## config.mk

```make
export PLATFORM = sky130hd
export DESIGN_NAME = heartbeat_monitor
export DESIGN_NICKNAME = d
export VERILOG_FILES = /design/src/rtl/heartbeat_monitor.sv
export SDC_FILE = /design/constraint.sdc
export NUM_CORES = 1
export LEC_CHECK = 0
export BUFFER_PORTS_ARGS = -buffer_cell sky130_fd_sc_hd__buf_2
export CAP_MARGIN = 10
export CORE_MARGIN = 4
export CORE_UTILIZATION = 57
export CTS_CLUSTER_SIZE = 20
export DETAILED_ROUTE_END_ITERATION = 12
export GPL_TIMING_DRIVEN = 1
export PLACE_DENSITY = 0.83
export SETUP_SLACK_MARGIN = 0.5
export SYNTH_ARGS = -nofsm -noshare
export SYNTH_HDL_FRONTEND = slang
export SYNTH_SLANG_ARGS = --single-unit
```

## constraint.sdc

```tcl
create_clock -name clk -period 3.1 [get_ports clk]
set_clock_uncertainty 0.2 [all_clocks]
set_input_delay 0.31 -clock clk [delete_from_list [all_inputs] [get_ports clk]]
set_output_delay 0.31 -clock clk [all_outputs]
set_load 0.05 [all_outputs]
```

## src/rtl/heartbeat_monitor.sv

```systemverilog
// heartbeat_monitor: checks a peer heartbeat toggle against the 1 ms timebase and reports lock/loss status.
// Optional input deglitch filter is built in when HB_DEGLITCH_EN is defined.
module heartbeat_monitor #(
  parameter int U_DLY      = 1,
  parameter int TIMEOUT_MS = 1200,
  parameter int MIN_MS     = 300,
  parameter int LOCK_EDGES = 3,
  parameter int DG_CLKS    = 16
) (
  input  logic        clk,
  input  logic        rst_n,
  input  logic        ms_pulse,
  input  logic        hb_in,
  input  logic        clr_lost,
  output logic        alive,
  output logic        hb_lost,
  output logic        hb_err,
  output logic [10:0] hb_period,
  output logic [7:0]  lost_cnt
);
  typedef enum logic [1:0] {IDLE, LOCK, ALIVE, LOST} state_t;

  localparam logic [10:0] TIMEOUT_V = 11'(TIMEOUT_MS);
  localparam logic [10:0] MIN_V     = 11'(MIN_MS);
  localparam logic [3:0]  LOCK_V    = 4'(LOCK_EDGES);

  if (U_DLY < 0 || TIMEOUT_MS < 1 || TIMEOUT_MS > 2046 || MIN_MS >= TIMEOUT_MS ||
      LOCK_EDGES < 1 || LOCK_EDGES > 15 || DG_CLKS < 2 || DG_CLKS > 255) begin : g_param_chk
    $error("heartbeat_monitor: parameter out of range");
  end

  state_t      state_q, state_d;
  logic [3:0]  good_cnt_q, good_cnt_d;
  logic [10:0] ms_cnt_q, ms_cnt_d;
  logic [10:0] hb_period_q, hb_period_d;
  logic [7:0]  lost_cnt_q, lost_cnt_d;
  logic        alive_q, alive_d, hb_lost_q, hb_lost_d, hb_err_q, hb_err_d;
  logic        sync1_q, hb_s_q, hb_d_q, hb_d_d, edge_det;
  logic        short_iv, legal, timeout;

  always_ff @(posedge clk or negedge rst_n) begin
    if (!rst_n) begin
      sync1_q <= 1'b0;
      hb_s_q  <= 1'b0;
      hb_d_q  <= 1'b0;
    end else begin
      sync1_q <= hb_in;
      hb_s_q  <= sync1_q;
      hb_d_q  <= hb_d_d;
    end
  end

`ifdef HB_DEGLITCH_EN
  logic [7:0] dg_cnt_q, dg_cnt_d;

  // Accepted level only follows hb_s after DG_CLKS consecutive differing clocks.
  always_comb begin
    dg_cnt_d = '0;
    hb_d_d   = hb_d_q;
    edge_det = 1'b0;
    if (hb_s_q != hb_d_q) begin
      if (dg_cnt_q == 8'(DG_CLKS)) begin
        edge_det = 1'b1;
        hb_d_d   = hb_s_q;
      end else begin
        dg_cnt_d = dg_cnt_q + 8'd1;
      end
    end
  end

  always_ff @(posedge clk or negedge rst_n) begin
    if (!rst_n) dg_cnt_q <= '0;
    else        dg_cnt_q <= dg_cnt_d;
  end
`else
  always_comb begin
    hb_d_d   = hb_s_q;
    edge_det = hb_s_q ^ hb_d_q;
  end
`endif

  // An edge restarts the interval and takes priority over a coincident ms_pulse.
  always_comb begin
    ms_cnt_d = ms_cnt_q;
    if (edge_det)                            ms_cnt_d = '0;
    else if (ms_pulse && ms_cnt_q != 11'h7FF) ms_cnt_d = ms_cnt_q + 11'd1;
  end

  assign short_iv = ms_cnt_q < MIN_V;
  assign legal    = !short_iv && (ms_cnt_q <= TIMEOUT_V);
  assign timeout  = ms_pulse && (ms_cnt_q == TIMEOUT_V) && !edge_det;

  always_ff @(posedge clk or negedge rst_n) begin
    if (!rst_n) state_q <= IDLE;
    else        state_q <= state_d;
  end

  always_comb begin
    state_d    = state_q;
    good_cnt_d = good_cnt_q;
    unique case (state_q)
      IDLE: if (edge_det) begin
        state_d    = LOCK;
        good_cnt_d = '0;
      end
      LOCK: if (edge_det) begin
        if (legal) begin
          good_cnt_d = good_cnt_q + 4'd1;
          if (good_cnt_q + 4'd1 == LOCK_V) state_d = ALIVE;
        end else begin
          good_cnt_d = '0;
        end
      end else if (timeout) begin
        state_d = IDLE;
      end
      ALIVE: if (edge_det) begin
        if (!legal) begin
          state_d    = LOCK;
          good_cnt_d = '0;
        end
      end else if (timeout) begin
        state_d = LOST;
      end
      LOST: if (edge_det) begin
        state_d    = LOCK;
        good_cnt_d = '0;
      end
      default: state_d = IDLE;
    endcase
  end

  // Registered status: the edge that leaves IDLE or LOST carries no valid interval.
  always_comb begin
    alive_d     = (state_d == ALIVE);
    hb_lost_d   = (state_q == ALIVE) && timeout;
    hb_err_d    = edge_det && short_iv && (state_q == LOCK || state_q == ALIVE);
    hb_period_d = hb_period_q;
    if (edge_det && (state_q == LOCK || state_q == ALIVE)) hb_period_d = ms_cnt_q;
    lost_cnt_d = lost_cnt_q;
    if (hb_lost_d)     lost_cnt_d = clr_lost ? 8'd1 :
                                    (lost_cnt_q == 8'hFF ? lost_cnt_q : lost_cnt_q + 8'd1);
    else if (clr_lost) lost_cnt_d = '0;
  end

  always_ff @(posedge clk or negedge rst_n) begin
    if (!rst_n) begin
      good_cnt_q  <= '0;
      ms_cnt_q    <= '0;
      hb_period_q <= '0;
      lost_cnt_q  <= '0;
      alive_q     <= 1'b0;
      hb_lost_q   <= 1'b0;
      hb_err_q    <= 1'b0;
    end else begin
      good_cnt_q  <= good_cnt_d;
      ms_cnt_q    <= ms_cnt_d;
      hb_period_q <= hb_period_d;
      lost_cnt_q  <= lost_cnt_d;
      alive_q     <= alive_d;
      hb_lost_q   <= hb_lost_d;
      hb_err_q    <= hb_err_d;
    end
  end

  assign alive     = alive_q;
  assign hb_lost   = hb_lost_q;
  assign hb_err    = hb_err_q;
  assign hb_period = hb_period_q;
  assign lost_cnt  = lost_cnt_q;
endmodule

```

; ---- Yosys cells after proc, flatten, opt, wreduce, memory -nomap -nowiden
; Index checks and enable logic that the tools add are counted.
[op_classes]
n_addsub = 3
n_lt_le_gt_ge = 2
n_eq_ne = 13
muxes = 21
n_bitwise = 1
reduce_logical = 17
[ops]
columns = op, count
row1 = 8-bit two-way mux, 4
row2 = 11-bit two-way mux, 2
row3 = 4-bit two-way mux, 5
row4 = 2-bit two-way mux, 8
row5 = 4-bit one-hot mux with 3 select lines, 1
row6 = 11-bit by 1-bit adder with 11-bit output (second input constant), 1
row7 = 11-bit == test (second input constant), 1
row8 = 11-bit <= comparator (second input constant), 1
row9 = 11-bit by 9-bit less-than comparator with 1-bit output (second input constant), 1
row10 = 11-bit inequality test (second input constant), 1
row11 = 8-bit by 1-bit adder with 8-bit output (second input constant), 1
row12 = 8-bit == test (second input constant), 1
row13 = 1-bit logical AND, 8
row14 = 2-bit inequality test (second input constant), 4
row15 = 2-bit == test (second input constant), 3
row16 = 2-bit one-hot mux with 3 select lines, 1
row17 = 4-bit by 1-bit adder with 4-bit output (second input constant), 1
row18 = 4-bit by 2-bit == test with 1-bit output (second input constant), 1
row19 = 4-bit AND reduction, 1
row20 = 2-bit nonzero test, 2
row21 = 2-bit by 1-bit == test with 1-bit output (second input constant), 1
row22 = 1-bit logical NOT, 2
row23 = 2-bit logical NOT, 1
row24 = 2-bit by 1-bit inequality test with 1-bit output (second input constant), 1
row25 = other kinds (4), 4
[word_totals]
ff_bits = 42
output_inout_bits = 22
wordCells = 68

; ---- Logic depth before layout (Yosys ltp)
[logic_depth]
word_depth = 7
mapped_depth = 8
ltp_nobuf = 8

; ---- Worst setup path after synthesis
; Ideal clock, no wire load.
[synth_timing]
path_type = register to register
from = register ms_cnt_q[3]
to = register lost_cnt_q[4] (netlist: lost_cnt[4])
arrival_ns = 1.937
required_time_ns = 2.822
setup_slack_ns = 0.885
stages_incl_launch_ff = 7
period_less_slack_ns = 2.215
cell_sequence = dfrtp_1 -> buf_6 -> or4_4 -> nor4_4 -> nand3_4 -> or3_1 -> a21oi_1
[synth_between]
elab_chain_len = 6
word_cells_on_any_way = 7
classes_between = 1 x eq/ne / 1 x mux / 5 x reduce/logical
[synth_rtl]
columns = element, line
row1 = "start, declared", 34  ; logic [10:0] ms_cnt_q, ms_cnt_d;
row2 = "start signal, assigned", 156  ; ms_cnt_q <= ms_cnt_d;
row3 = 11-bit == test (*), 91  ; assign timeout = ms_pulse && (ms_cnt_q == TIMEOUT_V) && !edge_det;
row4 = 1-bit logical AND (*) (2 in a row), 91
row5 = 1-bit logical AND (*), 135  ; hb_lost_d = (state_q == ALIVE) && timeout;
row6 = 2-bit nonzero test (no line), -
row7 = 2-bit AND reduction (no line), -
row8 = "end signal, assigned", 158  ; lost_cnt_q <= lost_cnt_d;
row9 = "end, declared", 36  ; logic [7:0] lost_cnt_q, lost_cnt_d;
; Mark *: on every way between the ends. The rest lies on a longest branch, timed or not.
; A chain may end at the register's enable or synchronous reset.

; ---- Worst setup path in the final report
[layout_timing]
from = register ms_cnt_q[0]
to = register alive_q (netlist: alive)
[layout_between]
elab_chain_len = 7
word_cells_on_any_way = 15
classes_between = 2 x order compare / 2 x eq/ne / 7 x mux / 4 x reduce/logical
[layout_rtl]
columns = element, line
row1 = 11-bit by 9-bit less-than comparator with 1-bit output or 11-bit == test (tied branches), "89, 91"
row2 = 1-bit logical NOT or 1-bit logical AND (tied branches), "90, 91"
row3 = 1-bit logical AND (on tied branches), "90, 91"
row4 = 2-bit two-way mux (on tied branches), -
row5 = 2-bit two-way mux (on tied branches), "116, 106"
row6 = 2-bit one-hot mux with 3 select lines (*), 101  ; unique case (state_q)
row7 = 2-bit == test (*), 134  ; alive_d = (state_d == ALIVE);
row8 = via alive_d, 37  ; logic alive_q, alive_d, hb_lost_q, hb_lost_d, hb_err_q, hb_err_d;
row9 = "end signal, assigned", 159  ; alive_q <= alive_d;
row10 = "end, declared", 37
; Mark *: on every way through the listed nets, which the timed path passes. The rest lies on a longest branch.

==> results.json <==
{
  "drive_gt1_share_pct": 23.1,
  "drc_errors": 0,
  "yosysSeqAreaShare_pct": 48.1,
  "cts_num_sinks": 42,
  "startpoint_type": "flip-flop",
  "cp_common_cell": "or4_4",
  "multi_input_area_mm2": 0.00106,
  "grt_first_pass_wirelength_mm": 7.53,
  "n_fill_cell": 301,
  "synth_top_area_share_pct": 48.1,
  "portBuffers": 26,
  "relSlewSlack_pct": 40.5,
  "cts_tree": "done",
  "final_hold_viol_count": 0,
  "postCtsResizedCells": 0,
  "htreeDepth": 2,
  "critical_path_required_ns": 3.14,
  "area_growth_pct": 13.6,
  "period_share_pct": 77.1,
  "fin_crit_ns": 2.39,
  "syn_avg_cell_area_um2": 10.3,
  "ant_nets": 0,
  "clockRootBuffer": "clkbuf_8",
  "cp_top_family": "simple AND/OR/NAND/NOR gates",
  "fin_nets": 253,
  "status": "complete, no violations",
  "crit_type": "flip-flop to flip-flop",
  "vias_per_cell": 5.75,
  "die_w_um": 69.9,
  "floorplan.die_area_mm2": 0.00489,
  "netlist-cell-type-count": 46,
  "yosysTopAreaCell": "dfrtp_1",
  "ys_ff_latch": 42,
  "rsz0062_at_grt": "no",
  "synth_top_flop_cell": "dfrtp_1",
  "start_util_pct": 59.3,
  "antenna_cells": 0,
  "yosysWarnings": 0,
  "drv_slew": 0,
  "setup_viol": 0,
  "cp_slowest_cell": "or4_4",
  "clockBufferDepth": 2,
  "synth_area_mm2": 0.00219,
  "grt_pass1_vias": 1602,
  "synthCells": 212,
  "fin_tns_setup_ns": 0,
  "crit_arrival_ns": 2.42,
  "ir_drop_uv": 450,
  "path_max_fanout": 6,
  "core-area_mm2": 0.00369,
  "drt-total-wl_mm": 4.38,
  "max_stage_delay_ns": 0.60,
  "rows": 22,
  "grt_max_degree": 43,
  "path_cells": "or4_4 -> nor3_2 -> and3_1 -> nor2_1 -> or4_4 -> a21oi_2",
  "wl_per_cell_um": 15.1,
  "dp_hpwl_mm": 3.16,
  "path_buf_inv": 0,
  "pwr_density_cell_mw_per_mm2": 529,
  "drtIter0Drc": 141,
  "syn-num-nets": 224,
  "crit_path_end_kind": "flip-flop",
  "cts_setup_buffers": 0,
  "synth_edf_count": 0,
  "fin_util_pct": 67.3,
  "hold_class": "input pin to flip-flop",
  "routed-via-count": 1668,
  "dr.pass1.iters": 4,
  "grt_overflow": 0,
  "ios": 27,
  "worstMarginPinSlew_ns": 0.893,
  "ys_async_sr_fraction_pct": 100,
  "ys_top_cells_by_area": "dfrtp_1 (48%), mux2_2 (5.7%), ha_1 (4.0%)",
  "seqCellArea_mm2": 0.00105,
  "timing.fmax_ghz": 0.419,
  "dieHeight_um": 69.9,
  "maxCapViolCount": 0,
  "antenna_found_initial": 0,
  "clkLatencyLatePin_ns": 0.30,
  "power_leakage_nw": 1.17,
  "path_clk_slew_ns": 0.08,
  "cts_buffers": 5,
  "track_usage_pct": 18.8,
  "gp_congestion": 0.840
}
## path summary, 6_finish.rpt
kind / start / endpoint / slack, ns / depth (start not counted)
min in group asynchronous: rst_n / ms_cnt_q[1] / 0.47 / 2
min: clr_lost / lost_cnt[5] / 0.07 / 2
max: ms_cnt_q[0] / alive / 0.71 / 6
max in group asynchronous: rst_n / good_cnt_q[2] / 1.68 / 2
min reg2reg: sync1_q / hb_d_d / 0.16 / 0
max reg2reg: ms_cnt_q[0] / alive / 0.71 / 6
## cells in the mapped netlist, types with 6 or more instances
library cell / n
nand3_1: 11
nand4_1: 6
mux2_2: 11
nor2_1: 23
dfrtp_1: 42
inv_1: 9
nand2_1: 11
xor2_1: 8
a21oi_1: 10
ha_1: 7
and3_1: 6
o21ai_0: 11
## cells by family (layout without fill, tap and decap cells)
group,count (synthesis),count (layout),share of synthesized area [%]
xor+xnor,12,12,4.81
simple gates,86,86,22.2
mux,13,13,6.58
buf+inv,17,47,3.49
compound gates,35,35,10.9
fa+ha+maj,7,7,4.00
flops,42,42,48.1
## registers in the layout, summed over array words and instances, names as in the netlist, 2 cells and up
register,cells
ms_cnt_q,11
lost_cnt,8
state_q,2
good_cnt_q,4
hb_period,11
## per-layer routing
layer,global-route usage (%),vias to the layer above,wire length (µm)
met3,4.89,6,182
li1,-,817,-
met1,25.6,813,2090
met5,0,-,0
met4,5.11,0,53
met2,29.9,32,2050
## cell type report
type	instances	share of cell area, %
clock inverters	3	1.81
multi-input cells	153	42.7
repair buffers	30	6.65
well taps	48	2.42
inverters	9	1.36
clock buffers	5	2.77
flip-flops and latches	42	42.3
## placed cells by master, fill, tap and decap left out, types with 2 or more instances in the layout
cell / n
nand3_1: 11
buf_4: 2
a32o_1: 2
mux2i_1: 2
inv_1: 9
ha_1: 7
clkbuf_8: 5
nor3_1: 3
xor2_1: 8
a21oi_1: 10
nor2b_1: 3
xnor2_1: 4
buf_2: 26
o31ai_1: 2
nand2_1: 11
or3_1: 4
nand4_1: 6
nor4_1: 4
o21ai_0: 11
dlygate4sd3_1: 2
or4_4: 2
and3_1: 6
nor2_1: 23
nand2b_1: 4
mux2_2: 11
dfrtp_1: 42
clkinvlp_4: 2
## worst register-to-register path: stages (launching register included)
cell	delay [ns]
dfrtp_1	0.45
or4_4	0.60
nor3_2	0.13
and3_1	0.32
nor2_1	0.08
or4_4	0.43
a21oi_2	0.12
## timing repair
item                                   CTS  global route
endpoints found under the hold margin   43             0
setup endpoints to repair                0             0
hold buffers                             2             0
## metrics by stage
step	area (µm²)	hold WS [ns]	cells	setup slack [ns]	power (W)
final	2480	0.0686	290	0.711	0.00131
after global routing	2480	0.0880	290	0.580	0.00137
after CTS	2480	0.0686	290	0.724	0.00132
after detailed placement	2350	0.138	280	0.757	0.000884
after global placement	2350	0.133	280	0.823	0.000878
after floorplan	2190	-0.186	212	0.885	0.000810
## power breakdown
part | internal, W | switching, W
sequential | 0.000574 | 0.0000250
clock | 0.000240 | 0.000197
combinational | 0.0000977 | 0.000180
Note: power is estimated with default switching activity, not from simulation.
